===== src/rtl/tdm_mux4to1_if.sv =====
// Bus bundle for the 4-to-1 TDM multiplexer: four valid/ready source lanes
// on the input side and one tagged, registered word on the link side.
interface tdm_mux4to1_if #(
   parameter int WIDTH = 8
) ();

   logic [4*WIDTH-1:0] in_data;
   logic [3:0]         in_valid;
   logic [3:0]         in_ready;
   logic [WIDTH-1:0]   out_data;
   logic [1:0]         out_sel;
   logic               out_valid;
   logic               out_ready;

   // The master side supplies the lane words and sinks the link word.
   modport master (
      output in_data,
      output in_valid,
      input  in_ready,
      input  out_data,
      input  out_sel,
      input  out_valid,
      output out_ready
   );

   // The slave side is the multiplexer itself.
   modport slave (
      input  in_data,
      input  in_valid,
      output in_ready,
      output out_data,
      output out_sel,
      output out_valid,
      input  out_ready
   );

endinterface


===== src/rtl/tdm_mux4to1.sv =====
// Round-robin 4-to-1 time-division multiplexer. Merges four valid/ready lanes
// onto one registered output word tagged with its lane index (out_sel), which
// drives the select of the far-end 1-to-4 demux.
// The WIDTH parameter must match the WIDTH of the connected interface.
module tdm_mux4to1 #(
   parameter int WIDTH = 8
) (
   input logic          clk,
   input logic          rst,
   tdm_mux4to1_if.slave bus
);

   logic [1:0]       r_ptr;
   logic [WIDTH-1:0] r_outData;
   logic [1:0]       r_outSel;
   logic             r_outValid;

   logic             w_loadable;
   logic             w_anyValid;
   logic             w_load;
   logic             w_found;
   logic [1:0]       w_idx;
   logic [1:0]       w_grant;
   logic [3:0]       w_inReady;
   logic [WIDTH-1:0] w_grantData;

   // The output register can take a new word when empty or being drained this
   // cycle; reset blocks loading so in_ready stays low while rst is high.
   assign w_loadable = !r_outValid || bus.out_ready;
   assign w_anyValid = |bus.in_valid;
   assign w_load     = w_loadable && w_anyValid && !rst;

   // Scan lanes starting at the priority pointer and grant the first valid one.
   always_comb begin
      w_grant = r_ptr;
      w_found = 1'b0;
      w_idx   = r_ptr;
      for (int i = 0; i < 4; i++) begin
         w_idx = r_ptr + 2'(i);
         if (!w_found && bus.in_valid[w_idx]) begin
            w_grant = w_idx;
            w_found = 1'b1;
         end
      end
   end

   // Pick the granted lane's word out of the packed input bus.
   always_comb begin
      w_grantData = bus.in_data[int'(w_grant) * WIDTH +: WIDTH];
   end

   // Ready goes only to the granted lane, and only when a load really happens.
   always_comb begin
      w_inReady = 4'b0000;
      if (w_load) begin
         w_inReady[w_grant] = 1'b1;
      end
   end

   // Output register and priority pointer; an idle loadable cycle only drops
   // out_valid so the last word and tag stay visible on the link.
   always_ff @(posedge clk) begin
      if (rst) begin
         r_outValid <= 1'b0;
         r_outData  <= '0;
         r_outSel   <= 2'd0;
         r_ptr      <= 2'd0;
      end else if (w_load) begin
         r_outValid <= 1'b1;
         r_outData  <= w_grantData;
         r_outSel   <= w_grant;
         r_ptr      <= w_grant + 2'd1;
      end else if (w_loadable) begin
         r_outValid <= 1'b0;
      end
   end

   assign bus.in_ready  = w_inReady;
   assign bus.out_data  = r_outData;
   assign bus.out_sel   = r_outSel;
   assign bus.out_valid = r_outValid;

endmodule


===== src/flat_wrapper.sv =====
// flat-port wrapper written by rule: the top's interface ports become plain ports
module tdm_mux4to1_flat 
#(
   parameter int WIDTH = 8
)
  (clk, rst, bus_in_data, bus_in_valid, bus_in_ready, bus_out_data, bus_out_sel, bus_out_valid, bus_out_ready);
  tdm_mux4to1_if #(.WIDTH(WIDTH)) bus_i ();
  input logic clk;
  input logic rst;
  input wire logic [$bits(bus_i.in_data)-1:0] bus_in_data;
  input wire logic [$bits(bus_i.in_valid)-1:0] bus_in_valid;
  output wire logic [$bits(bus_i.in_ready)-1:0] bus_in_ready;
  output wire logic [$bits(bus_i.out_data)-1:0] bus_out_data;
  output wire logic [$bits(bus_i.out_sel)-1:0] bus_out_sel;
  output wire logic [$bits(bus_i.out_valid)-1:0] bus_out_valid;
  input wire logic [$bits(bus_i.out_ready)-1:0] bus_out_ready;
  assign bus_i.in_data = bus_in_data;
  assign bus_i.in_valid = bus_in_valid;
  assign bus_in_ready = bus_i.in_ready;
  assign bus_out_data = bus_i.out_data;
  assign bus_out_sel = bus_i.out_sel;
  assign bus_out_valid = bus_i.out_valid;
  assign bus_i.out_ready = bus_out_ready;
  tdm_mux4to1 #(.WIDTH(WIDTH)) u_core (.clk(clk), .rst(rst), .bus(bus_i));
endmodule

===== config.mk =====
export PLATFORM = sky130hd
export DESIGN_NAME = tdm_mux4to1_flat
export DESIGN_NICKNAME = d
export VERILOG_FILES = /design/src/rtl/tdm_mux4to1_if.sv /design/src/rtl/tdm_mux4to1.sv /design/src/flat_wrapper.sv
export SDC_FILE = /design/constraint.sdc
export NUM_CORES = 1
export LEC_CHECK = 0
export ABC_AREA = 1
export ABC_CLOCK_PERIOD_IN_PS = 3800
export CAP_MARGIN = 20
export CORE_MARGIN = 2
export CORE_UTILIZATION = 47
export CTS_BUF_LIST = sky130_fd_sc_hd__clkbuf_2
export CTS_CLUSTER_DIAMETER = 80
export CTS_CLUSTER_SIZE = 40
export DETAILED_ROUTE_END_ITERATION = 6
export GPL_ROUTABILITY_DRIVEN = 0
export PLACE_DENSITY = 0.88
export SLEW_MARGIN = 10
export SYNTH_ARGS = -nofsm -noshare
export SYNTH_HDL_FRONTEND = slang
export SYNTH_SLANG_ARGS = --single-unit

===== constraint.sdc =====
create_clock -name clk -period 3.8 [get_ports clk]
set_clock_uncertainty 0.2 [all_clocks]
set_input_delay 0.57 -clock clk [delete_from_list [all_inputs] [get_ports clk]]
set_output_delay 0.57 -clock clk [all_outputs]
set_load 0.01 [all_outputs]

==> metrics.log <==
[metrics] Vias: 1491
[metrics] detailed-route DRC error count: 0
[metrics] Avg Vias per Cell: 4.76
[metrics] Max IR drop VDD: 468 µV
[metrics] slack of the worst reg-to-reg path: 1550 ps
[metrics] Die Footprint: 3040 µm²
[metrics] antenna diode count: 0
[metrics] number of gates on the worst path with buffers counted: 13
[metrics] overall fraction of global-route tracks in use: 0.223
[metrics] net count of the mapped netlist: 269
[metrics] relative contribution of combinational cells to total power: 0.754
[metrics] largest net degree at the start of global routing: 16
[metrics] relative slew slack: 0.802
[metrics] cells traversed along the worst timing path: clkdlybuf4s50_1, inv_1, nand2_1, nand2_1, nand2_1, nand2_2, nand2_4, nor2_4, nand2_2, nand2_4, nand2_1, nor2_1, clkdlybuf4s50_1
[metrics] Worst EP arrival: 2730 ps
[metrics] cell count after synthesis: 230
[metrics] reg-to-reg startpoint: u_core.r_ptr[0]$_SDFFE_PP0P_
[metrics] clock share of power: 0.061
[metrics] Critical Path RT: 3030 ps
[metrics] clock-pin slew on the worst setup and hold paths: 140 ps
[metrics] top cell family by delay on the critical path: buffers and inverters
[metrics] standard-cell row count: 18
[metrics] width of the die: 55.2 µm
[metrics] Die Y-Extent: 55.2 µm
[metrics] total congestion overflow: 0
[metrics] number of top-level pins: 54
[metrics] Num Clock Sinks: 13
[metrics] final cell count without fillers: 313
[metrics] Setup Total Neg Slack: 0 ps
[metrics] switching power summed over all nets: 653 µW
[metrics] internal power of the cells: 571 µW
[metrics] HP Start: u_core.bus.out_data[0]$_SDFFE_PP0P_
[metrics] cell area after technology mapping: 1230 µm²
[metrics] final period utilization: 0.922
[metrics] outcome: finished, final reports clean
[metrics] Static Leakage: 0.932 nW
[metrics] CP peak stage delay: 540 ps
[metrics] initial cell density of the core: 0.497
[metrics] hold depth: 2
[metrics] count of synthesis-stage warnings from yosys: 0
[metrics] switching share of power: 0.533
[metrics] detailed-router iteration count before antenna repair: 4
[metrics] net total in the final layout: 323
[metrics] Top FF cell, synth: dfxtp_1
[metrics] HPWL reported at the end of detailed placement: 2570 µm
[metrics] clock tree buffer depth: 2
[metrics] share of the core filled with cells: 0.722
[metrics] sequential share of the synthesized area: 0.211
[metrics] share of final-layout standard cells stronger than drive strength 1: 0.110
[metrics] I/O Buffers: 53
[metrics] vias in the first global route: 1281
[metrics] Hold Path End: u_core.bus.out_data[0]$_SDFFE_PP0P_
[metrics] most prevalent standard cell on the critical path: nand2_1
[metrics] number of antenna violations at the first check in global routing: 0
[metrics] mean post-synth cell area: 5.35 µm²
[metrics] post-synth top area share: 0.338
[metrics] Area growth syn-to-layout: 45.2%
[metrics] Post-synth top cells: nand2_1, nand3_1, inv_1, nor2_1
[metrics] first-pass GRT wire length: 5020 µm
[metrics] total clock buffers created by CTS: 3
[metrics] minimum period implied by the final worst setup slack: 3500 ps
[metrics] cell with the largest stage delay on the worst path: clkdlybuf4s50_1
[metrics] Max Cap Viol: 0
[metrics] cell taking the most area after synthesis: nand2_1
[metrics] sort of element at the end of the critical path: primary output
[metrics] class of the most critical hold timing path: flop to flop
[metrics] Iteration-0 DRC Markers: 34
[metrics] critical path peak fanout: 15
[metrics] count of unique library cells instantiated by Yosys: 20
[metrics] number of H-tree branching levels: 1
[metrics] cell types with the largest area share after synthesis: nand2_1, dfxtp_1, nand3_1, nand2_2, inv_1
[metrics] most frequent cell after synthesis: nand2_1
[metrics] unrepaired setup endpoints after global routing: no
[metrics] power per unit of standard cell area: 684 nW/µm²
[metrics] Core Box Area: 2480 µm²
[metrics] Clk Tree Root Cell: clkbuf_2
[metrics] critical register-to-register path endpoint: u_core.bus.out_data[2]$_SDFFE_PP0P_
[metrics] worst reg2reg path depth: 13
[metrics] Final Setup Violations: 0
[metrics] Synth Register Bits: 13
[metrics] WP buf/inv: 3
[metrics] number of synthesized flops with an enable pin: 0
[metrics] TritonCTS clock tree: built
[metrics] instance count after placement with tap cells included: 309
[metrics] kind of critical path: input port to primary output
[metrics] average wire per standard cell: 10.4 µm
[metrics] final wirelength: 3250 µm
[metrics] Final Hold Viols: 0
[metrics] portion of total power attributed to sequential cells: 0.185
[metrics] number of max-slew violations in the final report: 0
[metrics] kind of start point of the critical path: input port
[metrics] maximum operating frequency: 285 MHz
[metrics] clock network latency to the later pin of the worst-skew pair: 280 ps
[metrics] Worst Tran Pin Value: 296 ps
[metrics] share of flip-flops with an asynchronous set or reset: 0
[metrics] antenna viol nets, final: 0
[metrics] total design power: 1.22 mW
-- registers in the layout, indices dropped and copies added (netlist names) --
register and cells:
u_core.bus.out_data 8, u_core.r_ptr 2, u_core.bus.out_valid 1, u_core.bus.out_sel 2
-- cells by family (layout without fill, tap and decap cells) --
| kind of cell | after synthesis | count (layout) | share of synthesized area |
|---|---|---|---|
| AO/OA/AOI/OAI | 7 | 7 | 0.0315 |
| buffers and inverters | 32 | 85 | 0.121 |
| flip-flops | 13 | 13 | 0.211 |
| AND/OR/NAND/NOR | 178 | 178 | 0.636 |
-- cell usage in the layout (no fill, tap or decap) --
| master | Yosys | layout |
|---|---|---|
| a21oi_1 | 4 | 4 |
| buf_4 | 1 | 3 |
| clkbuf_2 | 0 | 4 |
| clkdlybuf4s50_1 | 0 | 53 |
| clkinv_1 | 1 | 1 |
| dfxtp_1 | 13 | 12 |
| dfxtp_2 | 0 | 1 |
| inv_1 | 20 | 20 |
| inv_2 | 4 | 4 |
| nand2_1 | 111 | 111 |
| nand2_2 | 13 | 13 |
| nand2_4 | 4 | 4 |
| nand3_1 | 29 | 29 |
| nand3_2 | 1 | 1 |
| nand4_1 | 1 | 1 |
| nor2_1 | 18 | 18 |
| nor2_4 | 1 | 1 |
| o21ai_0 | 1 | 1 |
| o22ai_1 | 1 | 1 |
| o31ai_1 | 1 | 1 |
-- per-layer routing --
layer / routed length (µm) / share of wire / vias up / GRT usage
met4: 0 / 0 / 0 / 0.0122
li1: - / - / 807 / -
met5: 0 / 0 / - / 0
met2: 1570 / 0.48 / 62 / 0.405
met3: 261 / 0.080 / 0 / 0.0645
met1: 1430 / 0.44 / 622 / 0.270
-- worst max path at each step --
stage                                            start         endpoint  slack (ps)
after CTS                 u_core.r_ptr[0]$_SDFFE_PP0P_  bus_in_ready[0]         180
final                                  bus_in_valid[3]  bus_in_ready[0]         300
after global placement                 bus_in_valid[2]  bus_in_ready[0]         280
after floorplan                        bus_in_valid[1]  bus_in_ready[0]        1400
after global routing                   bus_in_valid[2]  bus_in_ready[2]          70
after detailed placement               bus_in_valid[2]  bus_in_ready[0]         290
-- layout make-up --
type | count | area (µm²)
multi-input combinational | 185 | 822
fill | 238 | 689
timing repair buffer | 56 | 553
sequential | 13 | 262
inverter | 25 | 93.8
tap | 30 | 37.5
clock buffer | 4 | 20.0
-- worst register-to-register path, cell delays in order, from the launching register on --
cell and delay [ps]:
dfxtp_2 500, inv_2 180, nand2_1 130, nand3_1 120, nand2_4 120, nand2_4 70
nor2_1 120, nand2_1 60, nand3_1 80, nand2_1 120, buf_4 190, nand2_1 60
nand3_1 80, a21oi_1 130
-- repair_timing --
action,in CTS,in global routing
gates resized for setup,0,1
hold buffers,0,0
buffers inserted,0,0
endpoints found under the setup margin,0,2
-- power by group through the flow --
stage	clock network, mW	logic (mW)	registers (mW)
final	0.0747	0.923	0.226
after global routing	0.0821	1.04	0.233
after CTS	0.0765	0.925	0.225
after detailed placement	0	0.920	0.228
after global placement	0	0.914	0.227
after floorplan	0	0.682	0.232
-- metrics by stage --
step                hold slack [ps]  instance area, µm²  worst slack [ps]
CTS                             279                1790               182
detailed placement              259                1770               287
global placement                255                1770               278
finish                          277                1790               297
global route                    306                1790              71.9
floorplan                       290                1230              1400
Power figures use the tool's default switching activity.
